$ cat config.mk
export PLATFORM = sky130hd
export DESIGN_NAME = key_repeat_generator
export DESIGN_NICKNAME = d
export VERILOG_FILES = /design/src/rtl/key_repeat_generator.sv
export SDC_FILE = /design/constraint.sdc
export NUM_CORES = 1
export LEC_CHECK = 0
export ABC_AREA = 1
export BUFFER_PORTS_ARGS = -buffer_cell sky130_fd_sc_hd__buf_2
export CAP_MARGIN = 40
export CORE_MARGIN = 2
export CORE_UTILIZATION = 50
export CTS_BUF_LIST = sky130_fd_sc_hd__clkbuf_8
export DETAILED_ROUTE_END_ITERATION = 8
export GPL_ROUTABILITY_DRIVEN = 0
export PLACE_DENSITY_LB_ADDON = 0.25
export SETUP_SLACK_MARGIN = 0.05
export SKIP_CTS_REPAIR_TIMING = 1
export SYNTH_ARGS = -nofsm -noshare
export SYNTH_HDL_FRONTEND = slang
export SYNTH_SLANG_ARGS = --single-unit
$ cat constraint.sdc
create_clock -name Clock -period 3.9 [get_ports Clock]
set_input_delay 0 -clock Clock [delete_from_list [all_inputs] [get_ports Clock]]
set_output_delay 0 -clock Clock [all_outputs]
set_load 0.05 [all_outputs]
$ cat src/rtl/key_repeat_generator.sv
// key_repeat_generator
// Multi-channel auto-repeat generator for active-low push-buttons. Each channel
// synchronises its raw key, debounces it, and runs a small FSM that emits a
// one-cycle strobe on press, after an initial pause, at a slow repeat rate, and
// after ACCEL_COUNT slow repeats at a faster rate. A global enable forces every
// FSM back to Idle without disturbing the debouncers.

module key_repeat_generator #(
    parameter int CLOCK_PERIOD_NS = 20,
    parameter int NUM_KEYS        = 3,
    parameter int DEBOUNCE_NS     = 10_000_000,
    parameter int PAUSE_NS        = 250_000_000,
    parameter int REPEAT_NS       = 150_000_000,
    parameter int FAST_NS         = 50_000_000,
    parameter int ACCEL_COUNT     = 8
) (
    input  logic                Clock,
    input  logic                Reset,
    input  logic                iEnable,
    input  logic [NUM_KEYS-1:0] iKeys,
    output logic [NUM_KEYS-1:0] oPulse,
    output logic [NUM_KEYS-1:0] oHeld,
    output logic [NUM_KEYS-1:0] oFast
);

    // Interval lengths in clock cycles.
    localparam int D = DEBOUNCE_NS / CLOCK_PERIOD_NS;
    localparam int P = PAUSE_NS / CLOCK_PERIOD_NS;
    localparam int R = REPEAT_NS / CLOCK_PERIOD_NS;
    localparam int F = FAST_NS / CLOCK_PERIOD_NS;

    // The interval counter must reach the largest terminal value of the three.
    localparam int MAX_PR  = (P > R) ? P : R;
    localparam int MAX_PRF = (MAX_PR > F) ? MAX_PR : F;
    localparam int CNT_W   = (MAX_PRF > 1) ? $clog2(MAX_PRF) : 1;
    localparam int DB_W    = (D > 1) ? $clog2(D) : 1;
    localparam int REP_W   = (ACCEL_COUNT > 0) ? $clog2(ACCEL_COUNT + 1) : 1;

    localparam logic [CNT_W-1:0] P_LAST  = CNT_W'(P - 1);
    localparam logic [CNT_W-1:0] R_LAST  = CNT_W'(R - 1);
    localparam logic [CNT_W-1:0] F_LAST  = CNT_W'(F - 1);
    localparam logic [DB_W-1:0]  DB_LAST = DB_W'(D - 1);
    localparam logic [REP_W-1:0] ACCEL_N = REP_W'(ACCEL_COUNT);
    localparam bit               FAST_EN = (ACCEL_COUNT != 0);
    localparam bit               ACCEL_1 = (ACCEL_COUNT == 1);

    // Parameter sanity: refuse to elaborate with intervals the FSM cannot honour.
    if (NUM_KEYS < 1) begin : g_bad_keys
        $error("key_repeat_generator: NUM_KEYS must be at least 1");
    end
    if (D < 1) begin : g_bad_debounce
        $error("key_repeat_generator: debounce interval must be at least 1 cycle");
    end
    if (P < 2) begin : g_bad_pause
        $error("key_repeat_generator: pause interval must be at least 2 cycles");
    end
    if (R < 2) begin : g_bad_repeat
        $error("key_repeat_generator: repeat interval must be at least 2 cycles");
    end
    if (F < 2) begin : g_bad_fast
        $error("key_repeat_generator: fast interval must be at least 2 cycles");
    end
    if (ACCEL_COUNT < 0) begin : g_bad_accel
        $error("key_repeat_generator: ACCEL_COUNT must not be negative");
    end

    typedef enum logic [1:0] {
        IDLE   = 2'd0,
        PAUSE  = 2'd1,
        REPEAT = 2'd2,
        FAST   = 2'd3
    } state_t;

    for (genvar k = 0; k < NUM_KEYS; k++) begin : g_key
        // Synchroniser stages (1 = released, matching the idle button level).
        logic             sync_p0;
        logic             sync_p1;
        // Debounced raw level (1 = released) and its stability counter.
        logic             level;
        logic [DB_W-1:0]  db_cnt;
        logic             held;
        // Repeat FSM state.
        state_t           state;
        state_t           state_nxt;
        logic [CNT_W-1:0] cnt;
        logic [CNT_W-1:0] cnt_nxt;
        logic [REP_W-1:0] rep;
        logic [REP_W-1:0] rep_nxt;
        logic             pulse;
        logic             pulse_nxt;

        // Two-flop synchroniser for the asynchronous raw key.
        always_ff @(posedge Clock or posedge Reset) begin
            if (Reset) begin
                sync_p0 <= 1'b1;
                sync_p1 <= 1'b1;
            end else begin
                sync_p0 <= iKeys[k];
                sync_p1 <= sync_p0;
            end
        end

        // Debouncer: accept a new level only after it differs for D edges in a row.
        always_ff @(posedge Clock or posedge Reset) begin
            if (Reset) begin
                level  <= 1'b1;
                db_cnt <= '0;
            end else if (sync_p1 == level) begin
                db_cnt <= '0;
            end else if (db_cnt == DB_LAST) begin
                level  <= sync_p1;
                db_cnt <= '0;
            end else begin
                db_cnt <= db_cnt + 1'b1;
            end
        end

        assign held = ~level;

        // FSM state, interval counter, repeat count and registered strobe.
        always_ff @(posedge Clock or posedge Reset) begin
            if (Reset) begin
                state <= IDLE;
                cnt   <= '0;
                rep   <= '0;
                pulse <= 1'b0;
            end else begin
                state <= state_nxt;
                cnt   <= cnt_nxt;
                rep   <= rep_nxt;
                pulse <= pulse_nxt;
            end
        end

        // Next-state logic; a release or disable overrides any terminal count.
        always_comb begin
            state_nxt = state;
            cnt_nxt   = cnt;
            rep_nxt   = rep;
            pulse_nxt = 1'b0;
            if (!iEnable || !held) begin
                state_nxt = IDLE;
                cnt_nxt   = '0;
                rep_nxt   = '0;
            end else begin
                unique case (state)
                    IDLE: begin
                        state_nxt = PAUSE;
                        pulse_nxt = 1'b1;
                        cnt_nxt   = '0;
                        rep_nxt   = '0;
                    end
                    PAUSE: begin
                        if (cnt == P_LAST) begin
                            pulse_nxt = 1'b1;
                            cnt_nxt   = '0;
                            rep_nxt   = REP_W'(1);
                            state_nxt = ACCEL_1 ? FAST : REPEAT;
                        end else begin
                            cnt_nxt = cnt + 1'b1;
                        end
                    end
                    REPEAT: begin
                        if (cnt == R_LAST) begin
                            pulse_nxt = 1'b1;
                            cnt_nxt   = '0;
                            rep_nxt   = rep + 1'b1;
                            if (FAST_EN && ((rep + 1'b1) == ACCEL_N)) begin
                                state_nxt = FAST;
                            end
                        end else begin
                            cnt_nxt = cnt + 1'b1;
                        end
                    end
                    FAST: begin
                        if (cnt == F_LAST) begin
                            pulse_nxt = 1'b1;
                            cnt_nxt   = '0;
                        end else begin
                            cnt_nxt = cnt + 1'b1;
                        end
                    end
                    default: begin
                        state_nxt = IDLE;
                        cnt_nxt   = '0;
                        rep_nxt   = '0;
                    end
                endcase
            end
        end

        assign oPulse[k] = pulse;
        assign oHeld[k]  = held;
        assign oFast[k]  = (state == FAST);
    end

endmodule

* After elaboration in Yosys (flattened, before gate mapping) *
Index checks and enable logic that the tools add are counted.

word-level totals
  input bits = 6
  bits in writable memories = 0
  bits in read-only memories = 0
  register bits = 159
  memories = 0
  output and inout port bits = 9
  latch bits = 0

cells by class
  bitwise logic cells = 6
  magnitude comparators = 0
  shift-type cells = 0
  $add $sub $neg = 9
  multiply operators = 0
  multiplexer cells = 63
  eq/ne operators = 36
  div/mod/pow operators = 0
  reductions and logical operators = 19

operators by type and width
  kind                   count
  $mux 24                12
  $pmux 24 s4            3
  $mux 19                6
  $add 24x1->24 const B  3
  $eq 24x22->1 const B   3
  $eq 24x23->1 const B   3
  $eq 24x24->1 const B   3
  $add 19x1->19 const B  3
  $eq 19x19->1 const B   3
  $mux 4                 9
  $pmux 4 s3             3
  $ne 3x3->1 const B     9
  $mux 2                 12
  $pmux 2 s3             3
  $add 4x1->4 const B    3
  $eq 2x2->1 const B     6
  $eq 4x4->1 const B     3
  $mux 1                 12
  $pmux 1 s4             3
  $reduce_and 4->1       3
  $reduce_bool 4->1      3
  $reduce_and 3->1       3
  $eq 2x1->1 const B     3
  $logic_not 2->1        3
  other kinds (5)        16

* Logic depth before layout (Yosys ltp) *
  depth after elaboration = 6
  mapped depth = 11
  mapped depth without buffers = 11

* Least setup slack after synthesis *
No wires, ideal clock.

  kind = reg-to-reg
  from = register g_key[0].db_cnt[0]
  to = register g_key[0].db_cnt[13]
  required time = 3.780 ns
  path buffers = 0
  stages on the path, launching flop included = 9
  data arrival time = 1.490 ns
  path slack = 2.290 ns
  path through = dfrtp_1 > ha_1 > nand2_1 > nor2_2 > nand4_1 > o21ai_2 > inv_2 > o21ai_0 > nor2_1

between the ends
  word-level cells in the longest chain between the ends = 3

ends and longest elaborated chain
  element                                        line      source
  from (decl)                                    80        logic [DB_W-1:0] db_cnt;
  from (signal assigned)                         114       db_cnt <= db_cnt + 1'b1;
  $add 19x1->19 or $eq 19x19->1 (tied branches)  114, 110
  $mux 19 (*)                                    110       end else if (db_cnt == DB_LAST) begin
  $mux 19 (*)                                    108       end else if (sync_p1 == level) begin

Mark *: on every way between the ends. The rest lies on a longest branch, timed or not.
A chain may end at the register's enable or synchronous reset.

* Worst setup path in the final report *
  from = register g_key[1].cnt[0]
  to = register g_key[1].cnt[18]

between the ends
  word-level cells in the longest chain between the ends = 4

ends and longest elaborated chain
  element                                line           source
  from (decl)                            85             logic [CNT_W-1:0] cnt;
  from (signal assigned)                 129            cnt <= cnt_nxt;
  $add 24x1->24 (tied with other cells)  160, 172, 180
  $mux 24 (on tied branches)             176, 154, 164
  $pmux 24 s4 (*)                        146            unique case (state)
  $mux 24 (*)                            141            if (!iEnable || !held) begin
  net g_key[1].cnt_nxt[18]               86             logic [CNT_W-1:0] cnt_nxt;

Mark *: on every way through the listed nets, which the timed path passes. The rest lies on a longest branch.

==> metrics.csv <==
metric;value;unit
Via-to-Cell Ratio;5.176;
port buffer count;14;
fin. max-slew vios;0;
vias in the first global route;7446;
simple-gate share of the synthesized area;37.54;%
CP Data Arrival Time;2240;ps
Total Negative Setup Slacks;0;ps
Layout Skew;21.07;ps
endpoints failing setup;0;
Initial Util;51.13;%
total number of vias;8048;
global-route wire length before repair;33.54;mm
CP Max Fanout;8;
sw power;0.001113;W
buffers plus inverters on the worst setup path;1;
CP startpoint kind;register;
DR pass1 iterations;6;
worst flop-to-flop path startpoint;g_key[1].cnt[0];
Post-Syn Area;9597;um2
DR iter-0 viols;646;
IO Count;15;
WP data required;4220;ps
Mapped Cells;1284;
Synth Area per Inst;7.474;um2
Total Routing Usage GR;20.00;%
die area;20320;um2
EDFF count, synth;0;
pin count of the biggest net entering global routing;131;
Worst Setup SP;g_key[1].cnt[0];
core box area;18770;um2
area growth from synthesis to layout;7.588;%
slowest CP cell;dfrtp_1;
CP endpoint kind;register;
syn nets;1312;
Die X;142.5;um
combinational share of power;17.8;%
DRT antenna net count;0;
total power;0.003685;W
CTS tree;yes;
Worst-Skew Late Latency;450;ps
diodes inserted;0;
Synth cell types;38;
minimum clock period;1923;ps
total CTS buffers;17;
Sw Ratio;30.19;%
clk sinks;159;
# H-tree levels;4;
outcome;completed;
P_leak;4.431;nW
Synth async-reset ratio;100.0;%
Seq cells post-synth;159;
Worst Hold Slack;185.2;ps
Max transition margin;49.49;%
Setup Crit Path Kind;register to register;
Routed WL per cell;12.40;um
register area share after synthesis;41.58;%
CTS clk-pin slew, worst paths;90;ps
clock share of power;33.9;%
Final period util;49.30;%
slew of the pin with the lowest slew margin;757.7;ps
mux contribution to synthesized area;0.1173;%
Clock Tree Buf Depth;2;
Peak VDD IR;274.3;uV
max cap viols;0;
Worst path max stage delay;380;ps
total wire length;19.28;mm
top_reg_cell synth;dfrtp_1;
fillers;1771;
Die Ht;142.5;um
Flop pwr share;48.3;%
Rows;50;
Yosys warnings;0;
initial antenna violation count;0;
post-DP HPWL;14.08;mm
Hold/Removal Path Class;primary input to async pin;
power per standard cell area;356.9;nW/um2
adder-cell share of the synthesized area;2.868;%
Root Buffer Master;clkbuf_8;
top post-synthesis cells by area;dfrtp_1, nor2_1, nand2_1, inv_1, xor2_1;
internal power;0.002573;W
GRT overflow;0;
main combinational cell family by area after synthesis;simple AND/OR/NAND/NOR gates;
XOR/XNOR Fraction of Synth Area;7.301;%
Yosys top cell by area;dfrtp_1;
final-report hold violation count;0;
Compound-Gate Fraction of Synth Area;2.894;%
NumNets Final;1336;
CP most frequent cell;nor2_1;
Top delay family on crit path;simple AND/OR/NAND/NOR gates;
Max Freq;520.1;MHz
worst path cell trace;ha_1 > nand3_4 > inv_1 > nand3_1 > nor2_1 > nand2_1 > nor2_1 > xor2_1 > nor2_1;
layout cells sized above 1;8.024;%
Post-route DRC;0;
Synth top area share;39.11;%
RSZ-0062 raised after global routing;no;
==> tightest hold or removal path: cells and delay by family <==
kind	cells	cell delay, ps
buffers and inverters	3	1080
==> state kept, by name, indices dropped and copies added (netlist names) <==
| register | cells |
|---|---|
| g_key.cnt | 72 |
| g_key.rep | 12 |
| g_key.db_cnt | 57 |
| g_key.sync_p1 | 3 |
| g_key.state | 6 |
| g_key.pulse | 3 |
| g_key.level | 3 |
| g_key.sync_p0 | 3 |
==> power by group through the flow <==
stage | Sequential [W] | Clock (W) | Combinational [W]
6_report | 0.00178 | 0.00125 | 0.000655
3_3_place_gp | 0.00181 | 0 | 0.000653
5_1_grt | 0.00179 | 0.00137 | 0.000756
2_1_floorplan | 0.00180 | 0 | 0.000572
3_5_place_dp | 0.00181 | 0 | 0.000659
4_1_cts | 0.00178 | 0.00130 | 0.000660
==> cell usage in the layout, fill, tap and decap left out, types with 2 or more instances in the layout <==
master / n
nand3_1: 93
nor2_4: 5
nor4_1: 7
clkinv_4: 3
nand3b_1: 3
o21bai_1: 6
clkbuf_8: 19
o21a_1: 3
nor3b_1: 6
dfrtp_1: 150
nand2_2: 10
dfstp_2: 9
buf_2: 14
nand3_2: 10
nand2_1: 250
nor3_2: 2
o21ai_0: 17
a211oi_1: 2
clkinv_2: 3
or2_2: 2
nor3_1: 48
inv_2: 3
inv_1: 164
ha_1: 22
dlygate4sd3_1: 5
a21oi_1: 16
bufinv_16: 3
clkinvlp_4: 2
nand4_1: 73
nor2_2: 16
nor2_1: 264
xor2_1: 69
xnor2_1: 11
or2_0: 2
==> synth_stat cells, types with 4 or more instances <==
| library cell | count |
|---|---|
| nor3_1 | 48 |
| nand2_1 | 250 |
| nor3b_1 | 6 |
| nand3_2 | 10 |
| nor2_1 | 264 |
| dfrtp_1 | 150 |
| xor2_1 | 69 |
| nor2_4 | 5 |
| buf_4 | 8 |
| nand3_1 | 93 |
| o21bai_1 | 6 |
| nor2_2 | 16 |
| ha_1 | 22 |
| buf_6 | 4 |
| nor4_1 | 7 |
| a21oi_1 | 16 |
| nand4_1 | 73 |
| o21ai_0 | 17 |
| dfstp_2 | 9 |
| xnor2_1 | 11 |
| inv_1 | 162 |
| nand2_2 | 10 |
==> routing by layer <==
layer | vias up | global-route usage [%] | share of wire, %
met5 | - | 0 | 0
met4 | 0 | 4.898 | 1.0
met3 | 17 | 4.307 | 4.9
met2 | 204 | 31.45 | 45
met1 | 3659 | 28.31 | 49
li1 | 4168 | - | -
==> kinds of logic (layout without fill, tap and decap cells) <==
group	Yosys count	count (layout)
mux	1	1
xor+xnor	80	80
simple gates	794	794
buf+inv	180	217
compound gates	48	48
flops	159	159
fa+ha+maj	22	22
==> stage by stage <==
stage	utilization (%)	setup WS (ps)	cells	cell area, um2
floorplan	-	1892	1284	9600
global placement	52.55	2025	1518	9863
detailed placement	52.55	2008	1518	9863
CTS	54.75	1989	1550	10270
global route	55.01	1791	1555	10320
finish	55.01	1977	1555	10320
==> worst paths after layout <==
| kind | end | slack [ps] | cells after the start |
|---|---|---|---|
| min in group Clock | g_key[0].sync_p0 | 190 | 2 |
| max in group asynchronous | g_key[2].rep[1] | 2610 | 4 |
| min reg2reg | g_key[2].sync_p1 | 360 | 0 |
| max | g_key[1].cnt[18] | 1980 | 9 |
| max reg2reg | g_key[1].cnt[18] | 1980 | 9 |
| min | g_key[0].cnt[7] | 190 | 3 |
==> cell type report <==
class                           instances  area (um2)  area share (%)
Multi-Input combinational cell        945        4867           47.14
Sequential cell                       159        3990           38.65
Inverter                              165       623.1           6.035
Tap cell                              234       292.8           2.836
Clock buffer                           19       261.5           2.533
Clock inverter                         13       150.1           1.454
Timing Repair Buffer                   20       140.1           1.357
Note: power is estimated with default switching activity, not from simulation.
